--- src/rtl/pwm_peripheral.sv ---
// PWM output stage: 16 pins, each off, static-on or driven by a shared-duty PWM.
// Duty is shadowed and only updated at period boundaries so pin waveforms never glitch.
module pwm_peripheral #(
  parameter int unsigned CLK_DIV = 3000
) (
  input  logic        clk,
  input  logic        rst_n,
  input  logic [7:0]  en_reg_out_7_0,
  input  logic [7:0]  en_reg_out_15_8,
  input  logic [7:0]  en_reg_pwm_7_0,
  input  logic [7:0]  en_reg_pwm_15_8,
  input  logic [7:0]  pwm_duty_cycle,
  output logic [15:0] out,
  output logic        period_start
);

  localparam int unsigned PrescW = (CLK_DIV > 1) ? $clog2(CLK_DIV) : 1;

  logic [PrescW-1:0] presc_q, presc_d;
  logic [7:0]        cnt_q, cnt_d;
  logic [7:0]        shadow_q, shadow_d;
  logic [15:0]       out_q, out_d;
  logic              wrap_q;
  logic              period_start_q;

  logic        tick;
  logic        wrap;
  logic        pwm;
  logic [15:0] en_out;
  logic [15:0] en_pwm;

  assign en_out = {en_reg_out_15_8, en_reg_out_7_0};
  assign en_pwm = {en_reg_pwm_15_8, en_reg_pwm_7_0};

  always_comb begin
    tick     = (presc_q == PrescW'(CLK_DIV - 1));
    wrap     = tick && (cnt_q == 8'hFF);
    presc_d  = tick ? '0 : presc_q + PrescW'(1);
    cnt_d    = tick ? cnt_q + 8'd1 : cnt_q;
    // Loading on the wrap edge makes the new duty apply from cnt=0 of the next period.
    shadow_d = wrap ? pwm_duty_cycle : shadow_q;
  end

  always_comb begin
    pwm = (shadow_q == 8'hFF) ? 1'b1 : (cnt_q < shadow_q);
    for (int i = 0; i < 16; i++) begin
      out_d[i] = en_out[i] ? (en_pwm[i] ? pwm : 1'b1) : 1'b0;
    end
  end

  // period_start is delayed twice so it lines up with the first registered out of the period.
  always_ff @(posedge clk) begin
    if (!rst_n) begin
      presc_q        <= '0;
      cnt_q          <= 8'h00;
      shadow_q       <= 8'h00;
      out_q          <= 16'h0000;
      wrap_q         <= 1'b0;
      period_start_q <= 1'b0;
    end else begin
      presc_q        <= presc_d;
      cnt_q          <= cnt_d;
      shadow_q       <= shadow_d;
      out_q          <= out_d;
      wrap_q         <= wrap;
      period_start_q <= wrap_q;
    end
  end

  assign out          = out_q;
  assign period_start = period_start_q;

endmodule

--- config.mk ---
export PLATFORM = sky130hd
export DESIGN_NAME = pwm_peripheral
export DESIGN_NICKNAME = d
export VERILOG_FILES = /design/src/rtl/pwm_peripheral.sv
export SDC_FILE = /design/constraint.sdc
export NUM_CORES = 1
export LEC_CHECK = 0
export ABC_AREA = 0
export CAP_MARGIN = 15
export CELL_PAD_IN_SITES_DETAIL_PLACEMENT = 2
export CELL_PAD_IN_SITES_GLOBAL_PLACEMENT = 2
export CORE_MARGIN = 1.5
export CORE_UTILIZATION = 27
export DETAILED_ROUTE_END_ITERATION = 6
export PLACE_DENSITY_LB_ADDON = 0.1
export SLEW_MARGIN = 20
export SYNTH_ARGS = -nofsm -noshare
export SYNTH_HDL_FRONTEND = slang
export SYNTH_SLANG_ARGS = --single-unit
export TNS_END_PERCENT = 5
--- constraint.sdc ---
create_clock -name clk -period 2.25 [get_ports clk]
set_input_delay 0.675 -clock clk [delete_from_list [all_inputs] [get_ports clk]]
set_output_delay 0.675 -clock clk [all_outputs]
set_load 0.005 [all_outputs]
# Yosys cells after proc, flatten, opt, wreduce, memory -nomap -nowiden
# Cells that the tools add are included.
# W data, S select, Z words.
[word_totals] word_cells=63 memories=0 inputBits=42 out_inout_bits=17 mem_bits_ro=0 latchBits=0 ramBits=0 ff_bits=46
[classes] n_reduce_logical=18 add_sub_neg=2 magnitude_cmp=1 muxes=17 shifts=0 n_div=0 eq_ne=3 mul=0 n_bitwise=1
[op_table] cell="$reduce_and A2 Y1" count=16
[op_table] cell="$mux W1" count=17
[op_table] cell="$eq A8 B8 Y1 const B" count=2
[op_table] cell="$add A12 B1 Y12 const B" count=1
[op_table] cell="$eq A12 B12 Y1 const B" count=1
[op_table] cell="$add A8 B1 Y8 const B" count=1
[op_table] cell="$lt A8 B8 Y1" count=1
[op_table] cell="$reduce_or A2 Y1" count=1
[op_table] cell="$logic_and A1 B1 Y1" count=1
[op_table] cell="$not A1 Y1" count=1

# Depth between registers and ports, before layout
[depth] ltp_word=3 ltp_mapped=7 mapped_depth_nobuf=6

# Worst setup path after synthesis
# OpenSTA, ideal clock, no wires.
[synth_path] path_type="flip-flop to flip-flop" start="register presc_q[6]" end="register cnt_q[5]" setup_time_ns=0.072 synth_period_minus_slack_ns=2.049 n_path_buf=1 required_time_ns=2.178 path_stages_with_launch=6 setup_slack_ns=0.201 arrival_ns=1.977 path_cell_list="dfxtp_1 -> or4b_4 -> or3_4 -> buf_6 -> or4_1 -> a21oi_1"
[synth_via] elab_chain_cells=1
[synth_rtl] element="from (decl)" line="19" source="logic [PrescW-1:0] presc_q, presc_d;"
[synth_rtl] element="from (signal assigned)" line="61" source="presc_q <= presc_d;"
[synth_rtl] element="$eq A12 B12 Y1" line="36" source="tick = (presc_q == PrescW'(CLK_DIV - 1));"
[synth_rtl] element="to (signal assigned)" line="62" source="cnt_q <= cnt_d;"
[synth_rtl] element="to (decl)" line="20" source="logic [7:0] cnt_q, cnt_d;"
# Every way passes these cells.
# A chain may end at the register's enable or synchronous reset.

# Final worst setup path
[layout_path] start="register presc_q[6]" end="register cnt_q[7]"
# Same word-level chain as after synthesis.

==> run summary <==
status = complete, no violations
global route total overflow = 0
Worst Path Required = 2.49 ns
Initial Util = 28.2%
Post-Route WL = 5430 um
post-cts gate resize count = 0
Clock power frac = 37.8%
Max Clock Skew = 0.00334 ns
worst stage delay on the critical path = 0.55 ns
synthesized area = 1930 sq um
clock slew at reported path FFs = 0.09 ns
IO Pins = 59
startpoint types = register
fmax = 479 MHz
Arr. time, crit path = 2.32 ns
Hold Path Class = register to register
worst r2r src = presc_q[6]
CTS tree = yes
sw power = 0.339 mW
Final ANT Viol Nets = 0
syn_nets = 268
share of cells above drive strength 1 = 6.36%
initial antenna violation count = 0
Reg2Reg Setup Slack = 0.16 ns
Seq/Total Area, Yosys = 47.8%
fin. max-slew vios = 0
Hold Crit Endpoint = period_start
period utilization = 92.8%
Crit Path Category = register to register
switch share = 21.5%
fin crit period = 2.09 ns
post-detailed-route wirelength per cell = 14.3 um
RR Endpoint = cnt_q[7]
Gate power share = 9.1%
CP max-delay cell = or4b_4
TritonCTS Buffers = 5
Top delay family on crit path = simple AND/OR/NAND/NOR gates
first-pass GRT wire length = 9150 um
Power Density = 569 nW/um^2
MaxCap Viol Count = 0
Die ar. = 7660 sq um
Setup Fix Bufs, Post-CTS = 0
sequence of cells on the critical path = or4b_4, or3_4, or4_1, a21oi_1
dpl hpwl = 4160 um
total track usage = 15.7%
drt via density = 4.61
number of global-route vias before repair = 1873
Pleak = 0.997 nW
placed cell area = 2660 sq um
Layout area overhead = 43.9%
CTS Hold Bufs = 0
H-tree Lvls = 2
vias = 1748
synthesized flop and latch total = 46
Worst R2R Path Depth = 4
synthesized netlist cell count = 217
synth unique cells = 31
clk sink count = 46
YS warnings = 0
instance count on the critical path = 4
pin count of the biggest net entering global routing = 34
routability cong. = 0.715
DRT iter0 DRCs = 60
die width = 87.5 um
Final Net Count = 333
clock root cell = clkbuf_8
hold slack = 0.439 ns
Slew HR = 65.0%
Final Hold Fails = 0
crit end category = register
setup TNS = 0 ns
Skew-Pair Late Insertion Delay = 0.30 ns
Clock Tree Buf Depth = 2
crit path max fanout = 13
Setup violations, final = 0
actual slew at the worst max-slew pin = 0.521 ns
1st-pass router iterations = 4
peak supply drop = 0.251 mV
buffers added on ports = 58
core area = 6830 sq um
Hold Path Cell Cnt = 1
ant diodes = 0
RSZ-0062 raised after global routing = false
min-delay src = wrap_q
Syn Area/Cell = 8.89 sq um
Buf/Inv on CP = 0
Seq pwr share = 53.1%
Finished Core Util = 40.6%
number of core rows = 30
Pint = 1.24 mW
DRC errors left = 0
Finished Cell Area = 2770 sq um
height of the die = 87.5 um
metal layers:
layer	vias to the layer above	GRT usage, %	routed length [um]	share of wire, %
li1	863	-	-	-
met1	846	18.5	2390	44
met2	34	27.1	2700	50
met3	5	4.93	293	5.4
met4	0	4.76	52	0.96
met5	-	0	0	0
cells in the final DEF, fill, tap and decap left out, drive strengths merged, types with 2 or more instances in the layout:
cell,n
inv,12
nor3,5
a21oi,22
buf,6
dfxtp,46
o31ai,4
and4,2
clkdlybuf4s50,58
nor4,3
or4,4
xnor2,11
nand3,6
nand2b,2
ha,9
mux2i,9
nand2,42
nor2,18
nand4,4
clkbuf,8
how the worst max path moves through the flow:
stage,start,endpoint
after CTS,presc_q[6],cnt_q[7]
after global placement,presc_q[6],cnt_q[7]
final,presc_q[6],cnt_q[7]
after detailed placement,presc_q[6],cnt_q[7]
after floorplan,presc_q[6],cnt_q[5]
after global routing,presc_q[6],cnt_q[5]
power by group through the flow:
stage          Clock (mW)  Combinational, mW  Sequential, mW
4_1_cts             0.620              0.148           0.838
3_5_place_dp            0              0.147           0.857
3_3_place_gp            0              0.144           0.856
2_1_floorplan           0             0.0319           0.857
6_report            0.596              0.144           0.837
5_1_grt             0.663              0.157           0.839
flip-flops by register name (all words and copies together), names as in the netlist:
name	flops
out	16
shadow_q	8
wrap_q	1
presc_q	12
period_start	1
cnt_q	8
area by class of cell:
cell class / count / area, sq um
well taps: 96 / 120
fillers: 781 / 4060
flip-flops and latches: 46 / 921
inverters: 13 / 48.8
clock buffers: 8 / 110
multi-input cells: 152 / 936
repair buffers: 64 / 638
cell usage after synthesis, drive strengths merged:
cell	count	share of area, %
clkbuf	5	0.97
or3	1	0.58
nor2	18	3.5
o32ai	1	0.45
clkinv	1	0.19
nor4	3	0.97
a2111oi	1	0.45
or4b	1	0.71
o21a	1	0.39
and2	1	0.32
nand3	6	1.6
inv	12	2.3
nor3	5	1.9
or4	4	1.6
and3	1	0.32
ha	9	5.8
o21ai	1	0.26
buf	1	0.58
nand2b	2	0.65
a41o	1	0.52
dfxtp	46	48
xnor2	11	5.0
and4	2	0.91
a21oi	22	5.7
xor2	1	0.45
o31ai	4	1.6
nand2	42	8.2
mux2i	9	4.7
a21o	1	0.39
nand4	4	1.3
metrics by stage:
step	instances	total power, mW	worst slack (ns)
3_3_place_gp	371	1.00	0.204
3_5_place_dp	371	1.00	0.177
5_1_grt	379	1.66	0.0620
2_1_floorplan	217	0.889	0.201
6_report	379	1.58	0.163
4_1_cts	379	1.61	0.149
logic make-up after synthesis:
family | Yosys count | synth area share, %
AO/OA/AOI/OAI | 32 | 9.73
XOR/XNOR | 12 | 5.45
adder cells (fa/ha/maj) | 9 | 5.84
buffers and inverters | 19 | 4.09
flip-flops | 46 | 47.8
multiplexers | 9 | 4.67
AND/OR/NAND/NOR | 90 | 22.5
Note: power is estimated with default switching activity, not from simulation.
